<file path="src/rtl/key_entry_ctrl.sv">
// Keypad entry sequencer: builds a BCD entry from scanner key strobes, hands it
// off over valid/ready, and discards entries abandoned for TIMEOUT_MS.
module key_entry_ctrl #(
    parameter int DIGITS     = 4,
    parameter int T1MS       = 50_000,
    parameter int TIMEOUT_MS = 5000
) (
    input  logic                  clk,
    input  logic                  rst,
    input  logic [3:0]            key_data,
    input  logic                  key_flag,
    input  logic                  out_ready,
    output logic                  out_valid,
    output logic [4*DIGITS-1:0]   out_bcd,
    output logic [3:0]            out_len,
    output logic [4*DIGITS-1:0]   disp_bcd,
    output logic [3:0]            disp_len,
    output logic                  busy,
    output logic                  err
);
    localparam int W  = 4*DIGITS;
    localparam int PW = (T1MS > 1) ? $clog2(T1MS) : 1;
    localparam int MW = (TIMEOUT_MS > 1) ? $clog2(TIMEOUT_MS) : 1;
    localparam logic [PW-1:0] PRESC_MAX = PW'(T1MS - 1);
    localparam logic [MW-1:0] MS_MAX    = MW'(TIMEOUT_MS - 1);
    localparam logic [3:0]    DIG_L     = 4'(DIGITS);

    typedef enum logic [1:0] {IDLE, ENTRY, HOLD} state_t;

    state_t        state;
    logic [PW-1:0] presc;
    logic [MW-1:0] ms_cnt;
    logic          tick;

    assign tick = (presc == PRESC_MAX);
    assign busy = (state == HOLD);

    always_ff @(posedge clk) begin
        if (rst) begin
            state     <= IDLE;
            presc     <= '0;
            ms_cnt    <= '0;
            out_valid <= 1'b0;
            out_bcd   <= '0;
            out_len   <= '0;
            disp_bcd  <= '0;
            disp_len  <= '0;
            err       <= 1'b0;
        end else begin
            err   <= 1'b0;
            presc <= tick ? '0 : presc + 1'b1;
            // Idle time only accumulates while a partial entry is on display
            if (key_flag || state != ENTRY)
                ms_cnt <= '0;
            else if (tick)
                ms_cnt <= ms_cnt + 1'b1;

            case (state)
                HOLD: begin
                    if (out_ready) begin
                        out_valid <= 1'b0;
                        state     <= IDLE;
                    end
                    if (key_flag)
                        err <= 1'b1;
                end
                default: begin
                    if (key_flag) begin
                        if (key_data <= 4'd9) begin
                            if (disp_len < DIG_L) begin
                                disp_bcd <= (disp_bcd << 4) | W'(key_data);
                                disp_len <= disp_len + 1'b1;
                                state    <= ENTRY;
                            end else begin
                                err <= 1'b1;
                            end
                        end else begin
                            case (key_data)
                                4'hA: begin
                                    if (disp_len != 4'd0) begin
                                        out_bcd   <= disp_bcd;
                                        out_len   <= disp_len;
                                        out_valid <= 1'b1;
                                        disp_bcd  <= '0;
                                        disp_len  <= '0;
                                        state     <= HOLD;
                                    end else begin
                                        err <= 1'b1;
                                    end
                                end
                                4'hB: begin
                                    if (disp_len != 4'd0) begin
                                        disp_bcd <= disp_bcd >> 4;
                                        disp_len <= disp_len - 1'b1;
                                        state    <= (disp_len == 4'd1) ? IDLE : ENTRY;
                                    end else begin
                                        err <= 1'b1;
                                    end
                                end
                                4'hC: begin
                                    disp_bcd <= '0;
                                    disp_len <= '0;
                                    state    <= IDLE;
                                end
                                default: ;
                            endcase
                        end
                    end else if (state == ENTRY && tick && ms_cnt == MS_MAX) begin
                        disp_bcd <= '0;
                        disp_len <= '0;
                        ms_cnt   <= '0;
                        state    <= IDLE;
                        err      <= 1'b1;
                    end
                end
            endcase
        end
    end
endmodule

</file>
<file path="config.mk">
export PLATFORM = sky130hd
export DESIGN_NAME = key_entry_ctrl
export DESIGN_NICKNAME = d
export VERILOG_FILES = /design/src/rtl/key_entry_ctrl.sv
export SDC_FILE = /design/constraint.sdc
export NUM_CORES = 1
export LEC_CHECK = 0
export ABC_AREA = 1
export BUFFER_PORTS_ARGS = -buffer_cell sky130_fd_sc_hd__buf_2
export CAP_MARGIN = 30
export CORE_MARGIN = 4
export CORE_UTILIZATION = 45
export CTS_CLUSTER_SIZE = 28
export DETAILED_ROUTE_END_ITERATION = 16
export GPL_ROUTABILITY_DRIVEN = 0
export PLACE_DENSITY = 0.61
export SKIP_CTS_REPAIR_TIMING = 1
export SYNTH_ARGS = -nofsm -noshare
export SYNTH_HDL_FRONTEND = slang
export SYNTH_SLANG_ARGS = --single-unit
</file>
<file path="constraint.sdc">
create_clock -name clk -period 4.1 [get_ports clk]
set_clock_uncertainty 0.05 [all_clocks]
set_input_delay 0 -clock clk [delete_from_list [all_inputs] [get_ports clk]]
set_output_delay 0 -clock clk [all_outputs]
set_load 0.05 [all_outputs]
</file>
After elaboration in Yosys (flattened, before gate mapping)
Cells that the tools add are included.
- multipliers: 0
- bitwise gates (word level): 3
- shifts and indexed selects: 0
- reductions and logical operators: 15
- multiplexer cells: 43
- add/subtract/negate cells: 4
- equality and inequality tests: 19
- $lt $le $gt $ge: 2
- divide/modulo/power cells: 0
- operator list (kind ; count):
    $mux 16 ; 6
    $mux 13 ; 5
    $pmux 16 s3 ; 1
    $mux 4 ; 6
    $add 16x1->16 const B ; 1
    $eq 16x16->1 const B ; 1
    $mux 2 ; 8
    $or 16x4->16 ; 1
    $mux 1 ; 15
    $add 13x1->13 const B ; 1
    $eq 13x13->1 const B ; 1
    $eq 4x4->1 const B ; 3
    $pmux 4 s3 ; 1
    $reduce_and 6->1 ; 2
    $ne 5x5->1 const B ; 2
    $reduce_and 5->1 ; 2
    $ne 4x4->1 const B ; 2
    $reduce_bool 2->1 ; 4
    $ne 6x1->1 const B ; 1
    $pmux 2 s3 ; 1
    $ne 5x1->1 const B ; 1
    $add 4x1->4 const B ; 1
    $eq 4x1->1 const B ; 1
    $le 4x4->1 const B ; 1
    other kinds (14) ; 18
- latch bits: 0
- memories kept: 0
- register bits after elaboration: 73
- memory bits (read-only): 0
- bits in writable memories: 0
- output and inout bits: 43

Logic depth before layout (Yosys ltp)
- depth after elaboration: 7
- gate-level depth with buffers: 12
- mapped depth without buffers: 11

Least setup slack after synthesis
Ideal clock, no wire load.
- path type: register to register
- start: reg disp_len[0]
- end: reg disp_bcd[1]
- slack: 1.970 ns
- buffers on the path: 1
- clock period less this slack: 2.130 ns
- stages on the path, launching flop included: 12
- data required time: 3.922 ns
- arrival time: 1.952 ns
- cells stage by stage: dfxtp_1 inv_1 ha_1 nand2_1 nand2_1 nand2_1 nand2_1 nand2_2 buf_2 nand4_1 nand2_1 nor2_1
- longest elaborated chain between the ends: 3
- elaborated cells on any way between the ends: 6
- classes of those cells: order compare: 1; eq/ne: 3; reduce/logical: 2
- ends and longest elaborated chain (item ; line ; text):
    start, declared ; 17 ; output logic [3:0] disp_len,
    start signal, assigned ; 72 ; disp_len <= disp_len + 1'b1;
    start signal, assigned ; 94 ; disp_len <= disp_len - 1'b1;
    $lt 4x3->1 or $reduce_bool 4->1 (tied branches) ; 70, 80, 92 ;
    $ne 3x2->1 (no line) or $ne 4x4->1 (tied branches) ; n/a ;
    $reduce_and 6->1 (no line) * ; n/a ;
    end signal, assigned ; 71 ; disp_bcd <= (disp_bcd << 4) | W'(key_data);
    end signal, assigned ; 93 ; disp_bcd <= disp_bcd >> 4;
    end, declared ; 16 ; output logic [4*DIGITS-1:0] disp_bcd,
Mark *: on every way between the ends. The rest lies on a longest branch, timed or not.
A chain may end at the register's enable or synchronous reset.

Worst setup path in the final report
- start: reg presc[0]
- end: reg disp_bcd[13]
- longest elaborated chain between the ends: 5
- ends and longest elaborated chain (item ; line ; text):
    start, declared ; 31 ; logic [PW-1:0] presc;
    start signal, assigned ; 51 ; presc <= tick ? '0 : presc + 1'b1;
    $eq 16x16->1 ; 35 ; assign tick = (presc == PRESC_MAX);
    $logic_and 1x1->1 (2 in a row) ; 108 ; end else if (state == ENTRY && tick && ms_cnt == MS_MAX) begin
    $reduce_bool 2->1 (no line) ; n/a ;
    $reduce_and 6->1 (no line) ; n/a ;
No other way between the ends.

==> results.sh <==
export IMPL_insertion_delay_ps=350
export IMPL_netlist_instances=559
export IMPL_layout_drive_gt1_share_pct=13.2
export IMPL_grt_pass1_wl_um=15200
export IMPL_ys_async_sr_fraction_pct=0
export IMPL_cts_root_buf="clkbuf_8"
export IMPL_clkTransAtPathRegs_ps=90
export IMPL_synth_edf_count=0
export IMPL_rsz0062_at_grt="false"
export IMPL_io_pins=51
export IMPL_reg2reg_from="presc[0]$_SDFF_PP0_"
export IMPL_grt_max_degree=29
export IMPL_muxShareOfSynthArea_pct=0
export IMPL_synth_top_family_by_area="simple AND/OR/NAND/NOR gates"
export IMPL_ys_flop_type="dfxtp_1"
export IMPL_first_global_vias=3296
export IMPL_fp_coreArea_um2=7890
export IMPL_vias=3533
export IMPL_period_minus_slack_ps=2290
export IMPL_rr_endpoint="disp_bcd[13]$_SDFFE_PP0P_"
export IMPL_gr_total_overflow=0
export IMPL_initial_utilization_pct=47.4
export IMPL_hold_depth=4
export IMPL_reg2reg_slack_ps=1810
export IMPL_clock_path_buffers=2
export IMPL_dp_worst_setup_slack_ps=1800
export IMPL_hold_path_class="input port to flip-flop"
export IMPL_tns_ps=0
export IMPL_ys_ff_latch=73
export IMPL_cts_tree="done"
export IMPL_drc=0
export IMPL_critPathLaunchType="flip-flop"
export IMPL_finalCritPeriodShare_pct=55.8
export IMPL_finalNonFillerCells=710
export IMPL_cpLargestDelayFamily="simple AND/OR/NAND/NOR gates"
export IMPL_ys_seq_area_share_pct=39.1
export IMPL_n_antenna_cell=0
export IMPL_path_cells="ha_1 > nand2_1 > nor2_2 > nand3_1 > nor2_4 > nand3_4 > nand2_4 > nand3_4 > nand2_1 > inv_1 > nor2_1"
export IMPL_detail_route_antenna_nets=0
export IMPL_die_w_um=99.2
export IMPL_antenna_found_initial=0
export IMPL_wl_um=9010
export IMPL_crit_fanout=24
export IMPL_crit_arrival_ps=2520
export IMPL_max_freq_mhz=437
export IMPL_placedCellCount=694
export IMPL_areaGrowthSynthToFinish_pct=13.7
export IMPL_p_leak_nw=1.83
export IMPL_cts_sinks=73
export IMPL_hold_slack_ps=-6.59
export IMPL_grt_use_total_pct=18.8
export IMPL_slew_violations=0
export IMPL_setup_viol=0
export IMPL_placed_area_um2=4050
export IMPL_hold_path_endpoint="out_valid$_SDFFE_PP0P_"
export IMPL_avgRoutedWirePerCell_um=12.7
export IMPL_numCtsBuffers=9
export IMPL_rows=32
export IMPL_tightest_slew_ps=738
export IMPL_die_area_um2=9830
export IMPL_synth_xor_area_share_pct=2.58
export IMPL_worst_slack_ps=1810
export IMPL_viasPerCell=4.98
export IMPL_synth_area_leader_cell="dfxtp_1"
export IMPL_violations="negative hold slack"
export IMPL_irDropWorstVdd_mv=0.186
export IMPL_relSlewSlack_pct=50.5
export IMPL_port_buffers=50
export IMPL_drt_iter0_markers=128
export IMPL_cts_max_level=3
export IMPL_synth_avg_cell_area_um2=6.69
export IMPL_r2r_cells=11
export IMPL_drv_cap=0
export IMPL_synth_cell_area_um2=3740
export IMPL_hold_violations=1
export IMPL_yosys_cell_types_count=32
export IMPL_crit_slowest_cell="dfxtp_1"
export IMPL_crit_type="flip-flop to flip-flop"
export IMPL_synth_top_area_share_pct=39.1
export IMPL_fp_dieH_um=99.2
export IMPL_synth_compound_area_share_pct=11.3
export IMPL_synthTopCellsByArea="dfxtp_1 39%, nand2_1 13%, nor2_1 8.6%, inv_1 6.5%, a21oi_1 4.3%"
export IMPL_crit_path_end_kind="flip-flop"
export IMPL_yosysWarningCount=0
export IMPL_synth_nets=573
export IMPL_status="finished with violations"
export IMPL_power_per_cell_area_nw_per_um2=396
export IMPL_slowest_delay_ps=360
export IMPL_final_net_count=617
export IMPL_cp_required_ps=4330
export IMPL_hpwl_um=6500
export IMPL_synth_adder_area_share_pct=2.01
export IMPL_final_area_um2=4250
export IMPL_fillers=794
export IMPL_yosys_area_share_simple_pct=35.4
export IMPL_dr_pass1_iters=4
export IMPL_hp_start="key_data[0]"
export IMPL_critPathBufInv=1
-- cells in the final DEF, fill, tap and decap left out, types with 2 or more instances in the layout --
cell type	count
dfxtp_1	73
xor2_1	8
nand3_4	2
or2_2	2
nand4_1	24
nor3_1	21
a21oi_1	32
ha_1	6
a211oi_1	8
inv_1	65
nand3_1	25
o22ai_1	7
o21ai_0	26
clkbuf_8	10
nand2_1	133
buf_2	50
xnor2_1	3
nor2_2	2
nor2_1	86
inv_2	3
clkinv_1	3
clkinv_4	2
nor2_4	2
-- cell type report --
class                      count  area [µm²]  share of cell area (%)
multi-input combinational    396        1920                    45.1
sequential                    73        1460                    34.4
timing repair buffer          52         273                    6.42
inverter                      71         267                    6.27
clock buffer                  11         141                    3.33
tap                          102         128                    3.00
clock inverter                 5        63.8                    1.50
-- state kept, by name (all words and copies together), names as in the netlist --
name and cells:
disp_bcd 16, out_bcd 16, ms_cnt 13, presc 16, state 2, out_len 4, disp_len 4, out_valid 1
err 1
-- power breakdown --
part / switching, mW / internal, mW / leakage, nW
Sequential: 0.0262 / 0.739 / 0.593
Combinational: 0.246 / 0.0837 / 1.14
Clock: 0.284 / 0.302 / 0.100
Total: 0.557 / 1.13 / 1.83
-- worst reg2reg max path: cells and delay by family (launching register included) --
| family | cells | cell delay (ps) |
|---|---|---|
| adders and majority gates | 1 | 170 |
| DFF | 1 | 360 |
| and+or+nand+nor | 9 | 1600 |
| buffers and inverters | 1 | 50 |
-- metrics by stage --
step	total power [mW]	util, %	hold WS, ps
5_1_grt	1.76	53.9	4.41
6_report	1.68	53.9	-6.59
2_1_floorplan	1.04	-	28.5
4_1_cts	1.70	53.9	-26.5
3_5_place_dp	1.11	51.3	342
3_3_place_gp	1.11	51.1	341
-- synthesized netlist by cell type (3+ instances only) --
cell        n
buf_2       5
inv_2       3
xnor2_1     3
nor3_1     21
a211oi_1    8
o21ai_0    26
nand2_1   133
ha_1        6
a21oi_1    32
o22ai_1     7
nor2_1     86
inv_1      65
xor2_1      8
clkinv_1    3
clkbuf_1   12
nand4_1    24
nand3_1    25
dfxtp_1    73
-- per-layer routing --
layer	part of all wire (%)	global-route usage [%]	wire length (µm)
met5	0	0	0
met4	1.5	6.20	135
met3	4.0	4.63	362
met2	46	30.9	4180
met1	48	24.1	4330
-- logic make-up after synthesis --
group	Yosys count
compound gates	77
xor+xnor	11
fa+ha+maj	6
buf+inv	90
flops	73
simple gates	302
-- how the worst max path moves through the flow --
stage	start	end	slack (ps)	depth (start not counted)
finish	presc[0]$_SDFF_PP0_	disp_bcd[13]$_SDFFE_PP0P_	1810	11
global route	presc[0]$_SDFF_PP0_	disp_bcd[5]$_SDFFE_PP0P_	1540	11
CTS	presc[0]$_SDFF_PP0_	disp_bcd[13]$_SDFFE_PP0P_	1780	11
detailed placement	presc[0]$_SDFF_PP0_	disp_bcd[5]$_SDFFE_PP0P_	1800	11
global placement	disp_len[0]$_SDFFE_PP0P_	out_bcd[7]$_SDFFE_PP0P_	1810	9
floorplan	disp_len[0]$_SDFFE_PP0P_	disp_bcd[1]$_SDFFE_PP0P_	1970	11
No activity file was read; power rests on OpenSTA's default activity.
